<file path="config.mk">
export PLATFORM = sky130hd
export DESIGN_NAME = pipe_stage_reg
export DESIGN_NICKNAME = d
export VERILOG_FILES = /design/src/rtl/pipe_pkg.sv /design/src/rtl/pipe_slot.sv /design/src/rtl/pipe_stage_reg.sv
export SDC_FILE = /design/constraint.sdc
export NUM_CORES = 1
export LEC_CHECK = 0
export ABC_AREA = 1
export CORE_ASPECT_RATIO = 0.5
export CORE_MARGIN = 2
export CORE_UTILIZATION = 35
export DETAILED_ROUTE_END_ITERATION = 8
export PLACE_DENSITY = 0.66
export SYNTH_ARGS = -nofsm -noshare
export SYNTH_HDL_FRONTEND = slang
export SYNTH_SLANG_ARGS = --single-unit
</file>
<file path="constraint.sdc">
create_clock -name clk -period 1.6 [get_ports clk]
set_input_delay 0.4 -clock clk [delete_from_list [all_inputs] [get_ports clk]]
set_output_delay 0.4 -clock clk [all_outputs]
set_load 0.05 [all_outputs]
</file>
<file path="src/rtl/pipe_pkg.sv">
// Shared types for the inter-stage pipeline registers: skid FSM states, occupancy width,
// and the default packed payload layouts that callers flatten into pipe_stage_reg.
package pipe_pkg;

    localparam int OCC_W = 2;
    localparam int XLEN  = 32;

    typedef enum logic [1:0] {
        EMPTY = 2'd0,
        ONE   = 2'd1,
        TWO   = 2'd2
    } pipe_state_e;

    typedef struct packed {
        logic [XLEN-1:0] pc;
        logic [31:0]     instr;
    } if_id_t;

    typedef struct packed {
        logic [XLEN-1:0] pc;
        logic [XLEN-1:0] rs1_val;
        logic [XLEN-1:0] rs2_val;
        logic [XLEN-1:0] imm;
        logic [4:0]      rd;
        logic [3:0]      alu_op;
        logic            mem_read;
        logic            mem_write;
        logic            reg_write;
    } id_ex_t;

    typedef struct packed {
        logic [XLEN-1:0] pc;
        logic [XLEN-1:0] alu_result;
        logic [XLEN-1:0] store_data;
        logic [4:0]      rd;
        logic [2:0]      funct3;
        logic            mem_read;
        logic            mem_write;
        logic            reg_write;
    } ex_mem_t;

    typedef struct packed {
        logic [XLEN-1:0] wb_data;
        logic [4:0]      rd;
        logic            reg_write;
    } mem_wb_t;

    localparam int IF_ID_W  = $bits(if_id_t);
    localparam int ID_EX_W  = $bits(id_ex_t);
    localparam int EX_MEM_W = $bits(ex_mem_t);
    localparam int MEM_WB_W = $bits(mem_wb_t);

    function automatic logic [OCC_W-1:0] occ_of(input pipe_state_e s);
        case (s)
            ONE:     occ_of = 2'd1;
            TWO:     occ_of = 2'd2;
            default: occ_of = 2'd0;
        endcase
    endfunction

endpackage

</file>
<file path="src/rtl/pipe_slot.sv">
// One storage slot of a pipeline stage: valid bit plus payload register.
// With PIPE_BUBBLE_ZERO_EN defined, a slot going invalid also zeroes its payload.
module pipe_slot #(
    parameter int WIDTH = 160
) (
    input  logic             clk,
    input  logic             reset,
    input  logic             load_i,
    input  logic             clear_i,
    input  logic             flush_i,
    input  logic [WIDTH-1:0] data_i,
    output logic             valid_o,
    output logic [WIDTH-1:0] data_o
);

    logic             valid_q, valid_d;
    logic [WIDTH-1:0] data_q,  data_d;

    // flush beats load so a payload accepted during a redirect is dropped
    always_comb begin
        valid_d = valid_q;
        data_d  = data_q;
        if (flush_i) begin
            valid_d = 1'b0;
`ifdef PIPE_BUBBLE_ZERO_EN
            data_d  = '0;
`endif
        end else if (load_i) begin
            valid_d = 1'b1;
            data_d  = data_i;
        end else if (clear_i) begin
            valid_d = 1'b0;
`ifdef PIPE_BUBBLE_ZERO_EN
            data_d  = '0;
`endif
        end
    end

    always_ff @(posedge clk or negedge reset) begin
        if (!reset) begin
            valid_q <= 1'b0;
            data_q  <= '0;
        end else begin
            valid_q <= valid_d;
            data_q  <= data_d;
        end
    end

    assign valid_o = valid_q;
    assign data_o  = data_q;

endmodule

</file>
<file path="src/rtl/pipe_stage_reg.sv">
// Generic valid/ready pipeline register with flush, optional 2-entry skid (SKID=1) and stall counter.
// Build option PIPE_BUBBLE_ZERO_EN (in pipe_slot) zeroes payloads of slots that go invalid.
module pipe_stage_reg
    import pipe_pkg::*;
#(
    parameter int WIDTH = 160,
    parameter int SKID  = 1,
    parameter int CNT_W = 16
) (
    input  logic             clk,
    input  logic             reset,
    input  logic             in_valid,
    output logic             in_ready,
    input  logic [WIDTH-1:0] in_data,
    input  logic             flush,
    output logic             out_valid,
    input  logic             out_ready,
    output logic [WIDTH-1:0] out_data,
    output logic [OCC_W-1:0] occ,
    output logic             init_done,
    output logic [CNT_W-1:0] stall_cnt
);

    logic             accept, drain;
    logic             main_load, main_clr;
    logic [WIDTH-1:0] main_din;
    logic             main_valid;
    logic [WIDTH-1:0] main_data;

    assign accept = in_valid & in_ready;
    assign drain  = main_valid & out_ready;

    pipe_slot #(.WIDTH(WIDTH)) u_main (
        .clk     (clk),
        .reset   (reset),
        .load_i  (main_load),
        .clear_i (main_clr),
        .flush_i (flush),
        .data_i  (main_din),
        .valid_o (main_valid),
        .data_o  (main_data)
    );

    generate
        if (SKID != 0) begin : g_skid
            pipe_state_e      state_q;
            logic             in_ready_q;
            logic             skid_load, skid_clr;
            logic             skid_valid;
            logic [WIDTH-1:0] skid_data;

            // State | Meaning
            // EMPTY | nothing held, main invalid
            // ONE   | main holds the only entry
            // TWO   | main holds older entry, skid the newer; upstream blocked
            always_ff @(posedge clk or negedge reset) begin
                if (!reset) begin
                    state_q    <= EMPTY;
                    in_ready_q <= 1'b1;
                end else if (flush) begin
                    state_q    <= EMPTY;
                    in_ready_q <= 1'b1;
                end else begin
                    case (state_q)
                        EMPTY: if (accept) state_q <= ONE;
                        ONE: begin
                            if (accept && !drain) begin
                                state_q    <= TWO;
                                in_ready_q <= 1'b0;
                            end else if (!accept && drain) begin
                                state_q    <= EMPTY;
                            end
                        end
                        TWO: begin
                            if (drain) begin
                                state_q    <= ONE;
                                in_ready_q <= 1'b1;
                            end
                        end
                        default: begin
                            state_q    <= EMPTY;
                            in_ready_q <= 1'b1;
                        end
                    endcase
                end
            end

            always_comb begin
                main_load = 1'b0;
                main_clr  = 1'b0;
                skid_load = 1'b0;
                skid_clr  = 1'b0;
                main_din  = in_data;
                case (state_q)
                    EMPTY: main_load = accept;
                    ONE: begin
                        main_load = accept & drain;
                        skid_load = accept & ~drain;
                        main_clr  = drain & ~accept;
                    end
                    TWO: begin
                        // skid entry is younger, so it moves up into main on drain
                        main_load = drain;
                        main_din  = skid_data;
                        skid_clr  = drain;
                    end
                    default: ;
                endcase
            end

            pipe_slot #(.WIDTH(WIDTH)) u_skid (
                .clk     (clk),
                .reset   (reset),
                .load_i  (skid_load),
                .clear_i (skid_clr),
                .flush_i (flush),
                .data_i  (in_data),
                .valid_o (skid_valid),
                .data_o  (skid_data)
            );

            assign in_ready = in_ready_q;
            assign occ      = occ_of(state_q);
        end else begin : g_single
            // gated by reset so upstream sees not-ready while the stage is held in reset
            assign in_ready  = reset & (out_ready | ~main_valid);
            assign main_load = accept;
            assign main_clr  = drain & ~accept;
            assign main_din  = in_data;
            assign occ       = {1'b0, main_valid};
        end
    endgenerate

    logic [CNT_W-1:0] stall_q, stall_d;
    logic             init_q;

    always_comb begin
        stall_d = stall_q;
        if (main_valid && !out_ready && (stall_q != '1))
            stall_d = stall_q + 1'b1;
    end

    always_ff @(posedge clk or negedge reset) begin
        if (!reset) begin
            stall_q <= '0;
            init_q  <= 1'b0;
        end else begin
            stall_q <= stall_d;
            init_q  <= 1'b1;
        end
    end

    assign out_valid = main_valid;
    assign out_data  = main_data;
    assign stall_cnt = stall_q;
    assign init_done = init_q;

endmodule

</file>
==> results.md, run 1 <==
- The count of different cell masters after synthesis is 24.
- The number of vias per cell after detailed routing is about 5.3.
- The total global routing track utilization is 0.205.
- Counting cells, the worst reg-to-reg path comes to 10.
- The critical register-to-register path endpoint is g_skid.u_skid.data_o[74].
- The library cell used as clock root buffer is clkbuf_16.
- In the final layout, flip-flops and latches occupy ~8600 sq um.
- From synthesis to final layout, the design area changed by 76.5%.
- The final critical-path required period is about 1.8 ns.
- Counting every net in the synthesized netlist gives roughly 1900.
- The largest driver fanout on the critical path is 6.
- Entering global routing, the biggest net connects 95 pins.
- The final routed wire length divided by cell count is approximately 22 um.
- The kind of end point of the critical path is a flip-flop.
- The cell internal power dissipation is 31.7 mW.
- The number of buffers and inverters on the critical path is 6.
- In this run, placement finished with an instance count of about 2600.
- The delay of the slowest cell on the worst path is slightly below 0.4 ns.
- The final RePlAce weighted congestion is between 0.8 and 0.9.
- The top achievable clock speed is between 500 and 600 MHz.
- Max-cap violations in this run came to 0.
- For this configuration, the core starts out at a cell density of 0.353.
- The launch point of the worst reg-to-reg path is g_skid.state_q[1].
- For the final database, setup skew stands at around 0.013 ns.
- During placement, the flow inserted port buffers numbering roughly 350.
- The flop and latch count out of synthesis is around 340.
- Tracing the worst setup path back leads to its startpoint at g_skid.state_q[1].
- TritonCTS created 34 clock buffers.
- In this run the register-to-register setup slack is -0.23 ns.
- Setup repair after global routing could not meet its margin everywhere.
- The endpoint required time on the critical path is 2.00 ns.
- Leaving out filler cells and counting taps, the final layout contains between 2000 and 3000.
- Setup violations remaining at the end of the flow were counted as about 320.
- The longest clock path from root to sink contains 3 buffers.
- The critical path capture point is g_skid.u_skid.data_o[74].
- The setup path with the least slack is of type reg -> reg.
- The sequential share of power is 0.293.
- For this design the static power due to leakage is roughly 12 nW.
- The min-delay analysis places its worst path in the category in -> async.
- Each instance of the synthesized netlist takes up on average about 8.5 sq um.
- The TritonCTS clock tree is yes.
- The part of the Yosys area used for sequential elements is 0.579.
- The wire length of the first global-routing pass is 70600 um.
- The data arrival time of the critical path is about 2.2 ns.
- Of the total power, the share spent switching nets is 0.425.
- The height of the chip is between 100 and 150 um.
- The placed wire-length estimate after detailed placement is 30300 um.
- The ratio of cells with drive above 1 in the final layout is 0.310.
- The number of gates on the worst path with buffers counted is 10.
- For this design the top-level I/O count stands at approximately 350.
- The gate family responsible for the most delay along the worst path is buffers and inverters.
- The setup slack at placement is -0.404 ns.
- Setup slack on the critical path of the routed design comes to -0.229 ns.
- The initial antenna violation count was 6.
- The maximum ir drop on the vdd rail is slightly below 0.0009 V.
- The number of rows in the core area is 53.
- The part of the power in the clock network is 0.152.
- In the finished design, the share of the clock period the worst path needs comes to 1.14.
- The routed layout has roughly 15000 vias.
- The total wire length is 61000 um.
- The clock tree synthesis step divided the H-tree into 2 levels.
- The mapped netlist covers around 15000 sq um.
- Once detail routing completed, the nets flagged for antenna violations numbered 0.
- The area occupied by multi-input gates is 5980 sq um.
- The critical path goes through inv_2 > nand2_2 > buf_4 > buf_6 > nor2_4 > nand3_4 > buf_12 > clkinv_8 > clkbuf_16 > o21ai_0.
- The number of nets at the end of the flow is around 2400.
- In this run the horizontal extent of the chip is ~290 um.
- At the end of the flow the core is filled with cells to 0.623.
- The number of global-route vias before repair was about 13000.
- In this run the standard cell core region covers between 40000 and 50000 sq um.
- The flow ran to the end, but the final reports show violations.
- During synthesis, Yosys emitted a total of 0 warnings.
- After detailed routing, the number of remaining DRC violations is 0.
- The critical path's slowest cell is dfrtp_1.
- After clock tree synthesis, the clock-pin slew on the worst setup and hold paths is approximately 0.07 ns.
- The first-iteration detailed-routing DRC count is approximately 1300.
- The count of mapped cells out of synthesis is ~1700.
- The worst setup path is launched from a flip-flop.
- The final count of hold timing violations is 0.
- The area enclosed by the die boundary is approximately 44000 sq um.
- The clock drives roughly 340 sinks.
- The areal power density over the cells is ~2100 nW/um^2.
- The source-to-sink clock delay at the later pin of the worst-skew pair is around 0.54 ns.
- The filler cell count is just over 3000.
- Of the total power, combinational logic draws 0.555.
- The checks that failed: setup timing.
- The max-slew violation total from the final report is 0.
- The net switching component of the power is between 20 and 25 mW.
- The first TritonRoute pass finished after 6 iterations.
- For this run the aggregate overflow at the end of global routing stands at 0.
metal layers:
layer | GRT usage | share of wire | vias up | wire, um
li1 | - | - | 6507 | -
met2 | 0.367 | 0.50 | 706 | 30700
met3 | 0.0280 | 0.070 | 195 | 4290
met1 | 0.251 | 0.38 | 7340 | 23100
met4 | 0.0837 | 0.048 | 0 | 2930
met5 | 0 | 0 | - | 0
synth_stat cells:
cell type,count,share of area
nand2_1,717,0.18
dfrtp_1,340,0.58
inv_1,176,0.045
o211ai_1,160,0.081
o21ai_0,139,0.047
clkbuf_1,49,0.012
o21ai_1,30,0.010
buf_2,20,0.0068
buf_4,19,0.0097
nor2_1,19,0.0048
buf_1,16,0.0041
nand3_1,13,0.0044
xnor2_1,7,0.0042
nand4_1,6,0.0025
inv_2,4,0.0010
buf_6,2,0.0015
nor2_2,2,0.00085
a21oi_1,1,0.00034
conb_1,1,0.00025
dfstp_2,1,0.0018
ha_1,1,0.00085
nand2_2,1,0.00042
nand3_2,1,0.00068
o21ai_2,1,0.00059
final cells by class:
type,count,area share
Sequential cell,341,0.329
Antenna cell,6,0.000577
Clock buffer,49,0.0379
Multi-Input combinational cell,1100,0.230
Timing Repair inverter,8,0.00529
Inverter,180,0.0278
Tap cell,550,0.0264
Timing Repair Buffer,538,0.338
Clock inverter,11,0.00543
flip-flops by register name, indices dropped and copies added (netlist names):
name / count
g_skid.state_q: 2
in_ready: 1
u_main.data_o: 160
init_done: 1
g_skid.u_skid.data_o: 160
stall_cnt: 16
u_main.valid_o: 1
cell families (layout without fill, tap and decap cells):
family | Yosys count | in the layout | synth area share
simple gates | 759 | 760 | 0.196
other cells | 1 | 7 | 0.000254
buf+inv | 286 | 786 | 0.0803
flops | 341 | 341 | 0.579
fa+ha+maj | 1 | 1 | 0.000848
xor+xnor | 7 | 7 | 0.00416
compound gates | 331 | 331 | 0.140
metrics by stage:
| step | instance area, sq um | hold slack, ns | total power, mW | setup TNS, ns |
|---|---|---|---|---|
| after floorplan | 14900 | 0.104 | 27.2 | -6.29 |
| after global placement | 21200 | 0.284 | 39.7 | -113.58 |
| after detailed placement | 21200 | 0.289 | 40.1 | -112.13 |
| after CTS | 22800 | 0.307 | 49.4 | -17.37 |
| after global routing | 26000 | 0.329 | 57.2 | -49.08 |
| final | 26000 | 0.324 | 55.1 | -25.68 |
what timing repair did:
action / CTS / global route
buffers inserted: 19 / 20
hold endpoints to repair: 17 / 0
gates resized for setup: 71 / 442
hold buffers: 1 / 0
gates cloned: 9 / 94
pin swaps: 1 / 34
endpoints found under the setup margin: 37 / 345
worst register-to-register path, stage by stage, from the launching register on:
cell and delay [ns]:
dfrtp_1 0.39, inv_2 0.10, nand2_2 0.07, buf_4 0.14, buf_6 0.11, nor2_4 0.11
nand3_4 0.16, buf_12 0.20, clkinv_8 0.10, clkbuf_16 0.18, o21ai_0 0.13
worst min-delay path by stage:
stage                     startpoint                 end  slack [ns]  cells past startpoint
after floorplan                reset   g_skid.state_q[0]        0.10                      0
after global routing           reset   u_main.data_o[31]        0.33                      2
after CTS                      reset  u_main.data_o[111]        0.31                      2
final                          reset   u_main.data_o[31]        0.32                      2
after global placement         reset  u_main.data_o[111]        0.28                      1
after detailed placement       reset  u_main.data_o[111]        0.29                      1
layout by cell type, fill, tap and decap left out, types with 5 or more instances in the layout:
cell type	Yosys	final
buf_12	0	217
buf_8	0	17
buf_16	0	21
nand2_1	717	548
diode_2	0	6
inv_1	176	172
xnor2_1	7	7
o21ai_0	139	11
nor2_1	19	16
clkbuf_16	0	92
buf_6	2	22
clkinv_8	0	5
clkdlybuf4s50_1	0	163
dfrtp_1	340	322
clkbuf_8	0	8
nand3_1	13	12
nand2_4	0	49
o211ai_1	160	160
o21ai_2	1	47
nand4_1	6	6
buf_4	19	39
dfrtp_2	0	18
nand2_2	1	120
o21ai_1	30	110
clkbuf_1	49	7
power by group through the flow:
stage / clock [mW] / sequential (mW) / combinational (mW)
finish: 8.38 / 16.1 / 30.6
global placement: 0 / 15.7 / 23.9
global route: 8.83 / 16.5 / 31.9
detailed placement: 0 / 15.8 / 24.2
CTS: 8.38 / 15.8 / 25.3
floorplan: 0 / 21.2 / 6.00
No activity file was read; power rests on OpenSTA's default activity.
==> inputs of run 2 (changes only) <==
Settings changed: CORE_MARGIN 2 to not set, CORE_UTILIZATION 35 to 45, GPL_TIMING_DRIVEN set to 0, PLACE_DENSITY 0.66 to 0.8.
==> run 2 against run 1 <==
Against the previous run:
- the run ends with hold timing, setup timing left
- wire length down 22%
- die area down 24%
- utilization up 4.5 points
- critical path depth down 5
- combinational power down 27%
- maximum frequency down 4.6%
- non-clock buffer count down 13
- largest cell class is now flip-flops and latches
- highest routed layer is now met5
==> results.md, run 2 (synthesized netlist as in run 1, its figures left out) <==
- The run finished, with violations left.
- The checks that failed: hold timing, setup timing.
- The I/O pin count is 346 (unchanged).
- The first-iteration detailed-routing DRC count is 966 (-26%).
- The global-route congestion overflow total was 0 (unchanged).
- The final cycle utilization of the critical path is 1.20 (+0.0555).
- The maximum ir drop on the vdd rail was 0.00121 V (+39%).
- The clock slew seen by the registers of the worst setup and hold paths is 0.07 ns (about the same).
- The worst-case clock skew is 0.0169 ns (+0.00360 ns).
- The largest driver fanout on the critical path came to 3 (-3).
- The number of vias per cell after detailed routing came to 5.25 (-1.0%).
- The maximum number of pins on one net before global-route repair is 119 (+25%).
- The part of the power in the clock network is 0.168 (+0.016).
- The total setup violations reported at the end of the flow was 255 (-19%).
- The area enclosed by the die boundary is 33600 sq um (-24%).
- The final routed wire length divided by cell count was 18.1 um (-17%).
- The top cell types in the final layout, fill and taps aside, are nand2_1, dfrtp_1, inv_1.
- The number of sinks handled by clock tree synthesis is 341 (unchanged).
- The root buffer cell chosen for the clock tree is clkbuf_16.
- The worst setup path is of the reg -> out kind.
- met2 is the most crowded layer.
- The width of the chip came to 258 um (-12%).
- The cell internal power dissipation is 24.2 mW (-24%).
- The remaining max-slew budget at the tightest pin is 0.575.
- The areal power density over the cells is 2070 nW/um^2 (-2.0%).
- The startpoint of the worst setup timing path is g_skid.state_q[1].
- The final count of hold timing violations was 117 (+117).
- The data arrival time of the critical path came to 1.52 ns (-0.70 ns).
- The residual antenna-violating net count after detailed routing is 0 (unchanged).
- The count of input and output buffers is 345 (unchanged).
- The placed wire-length estimate after detailed placement is 30600 um (+0.97%).
- The kind of end point of the critical path is an output pin.
- The combinational fraction of design power is 0.501 (-0.054).
- The via count of the routed design is 13900 (-6.0%).
- The source-to-sink clock delay at the later pin of the worst-skew pair is 0.57 ns (+0.03 ns).
- The total global routing track utilization is 0.280 (+0.0742).
- The ratio of cells with drive above 1 in the final layout was 0.225 (-0.0850).
- The number of search-and-repair iterations in the first detailed-routing pass is 8 (+2).
- The switching share of power is 0.453 (+0.0277).
- The final standard cell count with taps included and fillers excluded is 2643 (-5.0%).
- The floorplan core area is 31900 sq um (-24%).
- The launch point of the worst reg-to-reg path is g_skid.state_q[1].
- The final RePlAce weighted congestion is 0.855 (+6.5%).
- The leakage power total was 10.5 nW (-14%).
- The met2 usage came to 0.469 (+0.102).
- The starting density of the core is 0.462 (+0.109).
- The net switching component of the power is 20.0 mW (-14%).
- The setup slack of the critical path after layout came to -0.317 ns (-0.0888 ns).
- The top achievable clock speed came to 522 MHz (-4.6%).
- The slew of the pin with the lowest slew margin is 0.638 ns.
- The initial antenna violation count was 8 (+2).
- The endpoint required time on the critical path came to 1.20 ns (-0.80 ns).
- The total clock buffers created by CTS was 31 (-8.8%).
- The wire length of the first global-routing pass is 73700 um (+4.4%).
- TritonCTS built the clock tree.
- The worst hold slack came to -0.141 ns (-0.465 ns).
- The global routing usage on met3 came to 0.0400 (+0.0120).
- The number of levels in the clock H-tree came to 1 (-1).
- The leading cell type in the layout, fill and taps excluded is nand2_1.
- The final critical-path required period is 1.92 ns (+0.0888 ns).
- The number of rows in the core area is 46 (-13%).
- The number of nets at the end of the flow is 2344 (-1.1%).
- The sequential share of power is 0.331 (+0.038).
- Setup repair after global routing could not meet its margin everywhere.
- The class of the tightest hold or removal check is in -> async.
- The number of global-route vias before repair is 13600 (+7.4%).
- The met1 routing resource usage after global routing is 0.354 (+0.103).
- The height of the chip was 130 um (-13%).
- The number of DRC violations after detailed routing came to 0 (unchanged).
- The critical path startpoint category is a flip-flop.
- The total of hold buffers inserted after clock tree synthesis is 3 (+2).
- From synthesis to final layout, the design area changed by 44.7%.
- The total wire length was 47900 um (-22%).
- The clock tree buffer depth is 3 (unchanged).
- The total chip power is 44.2 mW (-20%).
- The max-slew violation total from the final report is 0 (unchanged).
- The cell count after placement is 2506 (-3.3%).
- The max-capacitance violation count is 0 (unchanged).
run 2: cell types whose count changed in the layout (fill, tap and decap cells not counted), sizes merged, moves of 3 or more:
cell      change
inv           -4
buf          -13
diode         +3
clkbuf       -12
clkinvlp      +9
clkinv        -4
run 2: cell type report:
cell class	count	area [sq um]
Clock buffer	38	852
Sequential cell	341	8550
Fill cell	2498	10600
Buffer	104	1020
Tap cell	432	541
Multi-Input combinational cell	1099	5260
Timing Repair Buffer	421	4270
Inverter	180	681
Antenna cell	9	22.5
Clock inverter	19	149
run 2: power by group through the flow:
stage,Sequential (mW),Clock [mW],Combinational [mW]
finish,14.6,7.44,22.2
global placement,14.5,0,19.4
CTS,14.6,7.52,21.9
floorplan,21.2,0,6.00
global route,15.0,7.87,23.5
detailed placement,14.5,0,19.8
run 2: worst paths after layout:
check	endpoint	slack, ns	cells past startpoint
max reg2reg	u_main.data_o[94]	-0.25	12
min	init_done	-0.14	2
min in group clk	g_skid.u_skid.data_o[87]	0.41	3
max in group asynchronous	u_main.data_o[65]	0.44	4
max	occ[1]	-0.32	5
min reg2reg	u_main.data_o[70]	0.48	2
run 2: timing repair:
item,CTS,global route
buffers inserted,39,4
cloned,27,0
hold endpoints to repair,41,117
pin swaps,11,1
setup endpoints to repair,493,394
resized for setup,1293,19
run 2: stage by stage:
step / cell area (sq um) / TNS (ns) / setup slack (ns) / utilization
global route: 21300 / -55.72 / -0.372 / 0.668
CTS: 21200 / -20.41 / -0.317 / 0.665
floorplan: 14900 / -6.29 / -0.0484 / -
global placement: 18900 / -5292.15 / -16.21 / 0.592
detailed placement: 19000 / -261.94 / -0.877 / 0.594
finish: 21400 / -26.87 / -0.317 / 0.668
run 2: routing by layer:
layer | share of wire | wire (um)
met2 | 0.49 | 23200
met4 | 0.061 | 2930
met1 | 0.41 | 19500
met5 | 0.00023 | 11
met3 | 0.047 | 2230
run 2: critical path, stage by stage, from the launching register on:
cell and delay [ns]:
dfrtp_1 0.38, inv_2 0.07, nor2_4 0.15, buf_6 0.12
buf_8 0.10, buf_8 0.13
